`src/rtl/point_test_rx_responder_multi.sv`:
```
// point_test_rx_responder_multi: RX responder for the TX-initiated point test
// with multi-iteration sticky per-lane result accumulation and wait-state timeout.
module point_test_rx_responder_multi #(
  parameter int N_LANES     = 16,
  parameter int MAX_ITER    = 8,
  parameter int TIMEOUT_CYC = 8000,
  parameter int TO_W        = 16
) (
  input  logic               clk,
  input  logic               rst,
  input  logic               i_en,
  input  logic               i_mainband_or_valtrain_test,
  input  logic               i_lfsr_or_perlane,
  input  logic               i_valid_tx,
  input  logic               i_busy_negedge_detected,
  input  logic [3:0]         i_sideband_message,
  input  logic               i_sideband_message_valid,
  input  logic [N_LANES-1:0] i_comparison_results,
  input  logic               i_valid_result,
  output logic [3:0]         o_sideband_message,
  output logic [N_LANES-1:0] o_sideband_data,
  output logic               o_msg_info,
  output logic               o_valid_rx,
  output logic               o_data_valid,
  output logic [1:0]         o_mainband_pattern_compartor_cw,
  output logic               o_comparison_valid_en,
  output logic               o_test_ack_rx,
  output logic               o_timeout,
  output logic [3:0]         o_iter_count
);
  typedef enum logic [3:0] {
    IDLE, WAIT_TEST_REQ, WAIT_CLR_REQ, CLR_RESP, WAIT_RESULT_REQ,
    WAIT_NEXT_REQ, END_RESP, FINISH, TIMEOUT
  } state_t;
  state_t state, state_n;
  logic [3:0] msg, msg_n, iter, iter_n, req;
  logic [N_LANES-1:0] data, data_n, acc, acc_n;
  logic info, info_n, vrx, vrx_n, dv, dv_n, cve, cve_n, ack, ack_n, tmo, tmo_n;
  logic pend, pend_n, post, clr, waiting, sent;
  logic [1:0] cw, cw_n;
  logic [TO_W-1:0] cnt, cnt_n;
  always_comb begin
    state_n = state;
    msg_n = msg;
    data_n = data;
    acc_n = acc;
    info_n = info;
    cw_n = cw;
    cve_n = cve;
    ack_n = ack;
    tmo_n = tmo;
    iter_n = iter;
    cnt_n = '0;
    post = 1'b0;
    req = i_sideband_message_valid ? i_sideband_message : 4'b0000;
    sent = vrx & i_busy_negedge_detected;
    waiting = state inside {WAIT_TEST_REQ, WAIT_CLR_REQ, WAIT_RESULT_REQ, WAIT_NEXT_REQ};
    clr = req == 4'b0011 &&
          (state == WAIT_CLR_REQ || (state == WAIT_NEXT_REQ && iter < 4'(MAX_ITER)));
    if (state == IDLE && i_en) state_n = WAIT_TEST_REQ;
    if (state == WAIT_TEST_REQ && req == 4'b0001) begin
      state_n = WAIT_CLR_REQ;
      msg_n = 4'b0010;
      acc_n = '1;
      iter_n = '0;
      post = 1'b1;
    end
    if (clr) begin
      state_n = CLR_RESP;
      msg_n = 4'b0100;
      cw_n = i_mainband_or_valtrain_test ? 2'b00 : 2'b01;
      post = 1'b1;
    end
    // Response states leave on the edge where o_valid_rx drops
    if (state == CLR_RESP && sent) begin
      state_n = WAIT_RESULT_REQ;
      cw_n = i_mainband_or_valtrain_test ? 2'b00 : {1'b1, i_lfsr_or_perlane};
      cve_n = i_mainband_or_valtrain_test;
    end
    if (state == WAIT_RESULT_REQ && req == 4'b0101) begin
      state_n = WAIT_NEXT_REQ;
      msg_n = 4'b0110;
      cw_n = 2'b00;
      cve_n = 1'b0;
      info_n = i_valid_result;
      iter_n = iter < 4'(MAX_ITER) ? iter + 4'd1 : iter;
      data_n = i_valid_result ? acc & i_comparison_results : acc;
      acc_n = data_n;
      post = 1'b1;
    end
    if (state == WAIT_NEXT_REQ && req == 4'b0111) begin
      state_n = END_RESP;
      msg_n = 4'b1000;
      info_n = 1'b0;
      post = 1'b1;
    end
    if (state == END_RESP && sent) begin
      state_n = FINISH;
      ack_n = 1'b1;
    end
    if (waiting && state_n == state) begin
      if (cnt == TO_W'(TIMEOUT_CYC - 1)) begin
        state_n = TIMEOUT;
        tmo_n = 1'b1;
        cw_n = 2'b00;
        cve_n = 1'b0;
      end else cnt_n = cnt + TO_W'(1);
    end
    // A post waits while the TX requester owns the sideband; busy wins over raising valid
    pend_n = post | (pend & (i_valid_tx | i_busy_negedge_detected));
    vrx_n = i_busy_negedge_detected ? 1'b0 : vrx | (pend & ~i_valid_tx);
    dv_n = vrx_n & (msg_n == 4'b0110);
    if (!i_en) begin
      state_n = IDLE;
      msg_n = '0;
      data_n = '0;
      acc_n = '1;
      info_n = 1'b0;
      cw_n = 2'b00;
      cve_n = 1'b0;
      ack_n = 1'b0;
      tmo_n = 1'b0;
      iter_n = '0;
      cnt_n = '0;
      pend_n = 1'b0;
      vrx_n = 1'b0;
      dv_n = 1'b0;
    end
  end
  always_ff @(posedge clk) begin
    if (rst) begin
      state <= IDLE;
      msg <= '0;
      data <= '0;
      acc <= '1;
      info <= 1'b0;
      cw <= 2'b00;
      cve <= 1'b0;
      ack <= 1'b0;
      tmo <= 1'b0;
      iter <= '0;
      cnt <= '0;
      pend <= 1'b0;
      vrx <= 1'b0;
      dv <= 1'b0;
    end else begin
      state <= state_n;
      msg <= msg_n;
      data <= data_n;
      acc <= acc_n;
      info <= info_n;
      cw <= cw_n;
      cve <= cve_n;
      ack <= ack_n;
      tmo <= tmo_n;
      iter <= iter_n;
      cnt <= cnt_n;
      pend <= pend_n;
      vrx <= vrx_n;
      dv <= dv_n;
    end
  end
  assign o_sideband_message = msg;
  assign o_sideband_data = data;
  assign o_msg_info = info;
  assign o_valid_rx = vrx;
  assign o_data_valid = dv;
  assign o_mainband_pattern_compartor_cw = cw;
  assign o_comparison_valid_en = cve;
  assign o_test_ack_rx = ack;
  assign o_timeout = tmo;
  assign o_iter_count = iter;
endmodule

```
`config.mk`:
```
export PLATFORM = sky130hd
export DESIGN_NAME = point_test_rx_responder_multi
export DESIGN_NICKNAME = d
export VERILOG_FILES = /design/src/rtl/point_test_rx_responder_multi.sv
export SDC_FILE = /design/constraint.sdc
export NUM_CORES = 1
export LEC_CHECK = 0
export ABC_AREA = 1
export BUFFER_PORTS_ARGS = -buffer_cell sky130_fd_sc_hd__buf_2
export CORE_MARGIN = 2
export CORE_UTILIZATION = 30
export DETAILED_ROUTE_END_ITERATION = 8
export PLACE_DENSITY = 0.59
export SETUP_SLACK_MARGIN = 0.05
export SYNTH_ARGS = -nofsm -noshare
export SYNTH_HDL_FRONTEND = slang
export SYNTH_SLANG_ARGS = --single-unit
```
`constraint.sdc`:
```
create_clock -name clk -period 2 [get_ports clk]
set_clock_uncertainty 0.2 [all_clocks]
set_input_delay 0.1 -clock clk [delete_from_list [all_inputs] [get_ports clk]]
set_output_delay 0.1 -clock clk [all_outputs]
set_load 0.02 [all_outputs]
```
==> impl_results.md <==
- Number of antenna diodes: 0
- Post-synthesis sequential area ratio: between 40 and 50%
- Number of synthesized flops with an enable pin: 0
- Setup CP Type: flop to flop
- Clk sinks: between 60 and 70
- Setup repair after global routing missed its margin: yes
- Top cells by count, synth: dfxtp_1, nand2_1, inv_1, nor2_1, o22ai_1
- Initial Util: 30.9%
- DRC: 0
- Post-Syn Nets: just over 400
- Yosys cell types: 31
- Most numerous cell in the Yosys netlist: dfxtp_1
- Initial antenna violation count: 0
- Hold_sp: i_valid_result
- Clock-pin slew on the worst setup and hold paths: 0.08 ns
- Initial DRC count: 86
- Via Count: between 2000 and 3000
- Main synth FF type: dfxtp_1
- Share of synthesized flip-flops with an asynchronous set or reset: 0%
- Syn. warnings: 0
- Post-route minimum period: between 1.5 and 2 ns
- Slew Viols, Final: 0
- HP Class: input port to flop
- Leakage: between 1.5 and 2 nW
- Endpoint, Worst Hold: acc[1]
- Core area: 0.00977 mm²
- Final Cycle Share: between 90% and 100%
- Total routed wirelength: between 7 and 8 mm
- Die height: approximately 100 µm
- Post-Syn Area: 0.00302 mm²
- Post-route cell area: between 0.004 and 0.005 mm²
- Overall Global Routing Usage: about 14%
- #FFs+latches synth: 69
- Total CTS buffers: 9
- Dpl ws: -0.0311 ns
- Avg Cell Area, Syn: 7.90 µm²
- Max IR drop VDD: roughly 0.26 mV
- Post-synth top area cell: dfxtp_1
- Largest net degree at the start of global routing: 37
- Final count of negative-setup-slack endpoints: 0
- First-pass GRT wire length: 12.7 mm
- Layout cell share with drive strength beyond 1: 33.0%
- Port-buffer cells: 60
- Root Driver: clkbuf_8
- Dpl hpwl: between 5 and 6 mm
- Chip width: around 100 µm
- IO Count: 61
- Cell count after synthesis: 383
- P&R area growth vs syn: 38.5%
- Nets: roughly 530
- R2R setup slack: between 0.08 and 0.09 ns
- Hold Slack: -0.0113 ns
- Startpoint Class: flop
- Hold Path Depth: 4
- Crit. End Element: flop
- Final core utilization: 42.9%
- R2R depth: 12
- FF-to-FF Start: state[3]
- Number of global-route vias before repair: 2815
- Critical Path AT: 2.00 ns
- Maxcap violations: 0
- Site row count: 36
- Status: complete, but fails checks
- CP required: 2.09 ns
- Fin. Hold Viols: 4
- Worst-Skew Late Latency: between 0.3 and 0.4 ns
- CTS Buffer Depth: 2
- Fmax: ~520 MHz
- H-tree levels: 3
- Detail Route Antenna Nets: 0
- Placed Area: 0.00362 mm²
- First-pass DRT Iterations: 4
- Post-synth top area share: between 40% and 50%
- Failing checks: negative hold slack
- Max-slew headroom: 76.2%
- Gpl congestion: 0.854
- Least-Margin Pin Slew: 0.357 ns
- Crit path max fanout: 8
- Final Worst Setup Slack: between 0.08 and 0.09 ns
- Pwr dens: about 600 mW/mm²
- Worst reg2reg endpoint: cnt[15]
- TritonCTS clock tree: done
- Area of the die: ~0.011 mm²
- DR WL/cell: around 12 µm
- Largest cells by area after synthesis: dfxtp_1, nand2_1, o22ai_1, inv_1, nor2_1
- Filler instances: roughly 990
- Via-to-Cell Ratio: approximately 4.7
- Total gr overflow: 0
stage by stage:
step / std cells / setup TNS, ns / total power, mW
2_1_floorplan: 383 / 0 / 1.45
3_3_place_gp: 589 / 0 / 1.51
3_5_place_dp: 589 / -0.0562 / 1.51
4_1_cts: 628 / 0 / 2.52
5_1_grt: 633 / -0.543 / 2.61
6_report: 633 / 0 / 2.51
placed cells by master, fill, tap and decap left out, types with 2 or more instances in the layout:
master,n
nor2_1,37
nand3_2,3
buf_2,60
clkbuf_8,9
nor2_2,6
inv_2,4
o211ai_1,3
nor3_2,3
dlygate4sd3_1,21
nand3b_1,2
nand2_1,61
nor2_4,13
nand4_4,2
dfxtp_2,4
nand2_4,2
xnor2_1,3
a21oi_1,15
nor3_1,6
o21ai_0,21
dfxtp_1,63
xor2_1,6
nor4_4,2
nand3_1,14
o22ai_1,32
nand4_1,6
buf_4,29
nand2_2,13
inv_1,40
dfxtp_4,2
clkinv_2,3
critical path: stages (launching register included):
cell and delay (ns):
dfxtp_4 0.36, nor2_4 0.18, nand2_2 0.11, nand2_2 0.08, nand3_4 0.10, nand2_2 0.08
nand2_2 0.06, nand2_2 0.07, nand2_2 0.06, nand2_4 0.08, nand4_4 0.17, buf_12 0.21
nor2_2 0.09
layout make-up:
| class | instances | area [µm²] | share of cell area (%) |
|---|---|---|---|
| Clock buffer | 9 | 124 | 2.96 |
| Clock inverter | 6 | 40.0 | 0.956 |
| Inverter | 45 | 169 | 4.03 |
| Tap cell | 133 | 166 | 3.97 |
| Sequential cell | 69 | 1390 | 33.3 |
| Multi-Input combinational cell | 259 | 1540 | 36.7 |
| Timing Repair Buffer | 112 | 759 | 18.1 |
report_power, final:
part / leakage [nW] / total (mW) / internal, mW / switching [mW]
Sequential: 0.560 / 1.37 / 1.37 / 0.00106
Combinational: 1.16 / 0.146 / 0.0730 / 0.0731
Clock: 0.0852 / 0.987 / 0.442 / 0.545
Total: 1.81 / 2.51 / 1.89 / 0.619
flip-flops by register name, summed over array words and instances (netlist names):
register / cells
o_test_ack_rx: 1
state: 4
o_data_valid: 1
o_sideband_data: 16
cnt: 16
o_valid_rx: 1
acc: 16
pend: 1
o_msg_info: 1
o_sideband_message: 4
o_iter_count: 4
o_mainband_pattern_compartor_cw: 2
o_timeout: 1
o_comparison_valid_en: 1
layer usage:
layer | track usage (%) | routed length [µm] | vias to the layer above
li1 | - | - | 1502
met3 | 4.39 | 319 | 9
met2 | 23.7 | 3790 | 58
met1 | 17.5 | 3590 | 1380
met4 | 5.60 | 117 | 0
met5 | 0 | 0 | -
logic make-up after synthesis:
group	Yosys count	synth area share (%)
and+or+nand+nor	175	29.7
AOI/OAI and AO/OA	73	13.7
DFF	69	45.7
buffers and inverters	55	7.49
xor gates and xnor gates	9	2.61
adders and majority gates	2	0.827
repair_timing:
item                       in CTS  in global routing
buffers inserted                3                  5
hold endpoints to repair       40                  0
hold buffers                   21                  0
setup endpoints to repair      17                 36
pin swaps                       7                  9
resized for setup               6                 29
worst max-delay path by stage:
| stage | start | cells after the start | end | slack [ns] |
|---|---|---|---|---|
| floorplan | state[0] | 13 | cnt[5] | 0.18 |
| global placement | state[2] | 13 | cnt[15] | 0.03 |
| global route | state[0] | 13 | cnt[15] | -0.06 |
| detailed placement | state[2] | 11 | cnt[15] | -0.03 |
| CTS | state[0] | 13 | cnt[15] | 0.05 |
| finish | state[3] | 12 | cnt[15] | 0.09 |
Note: power is estimated with default switching activity, not from simulation.
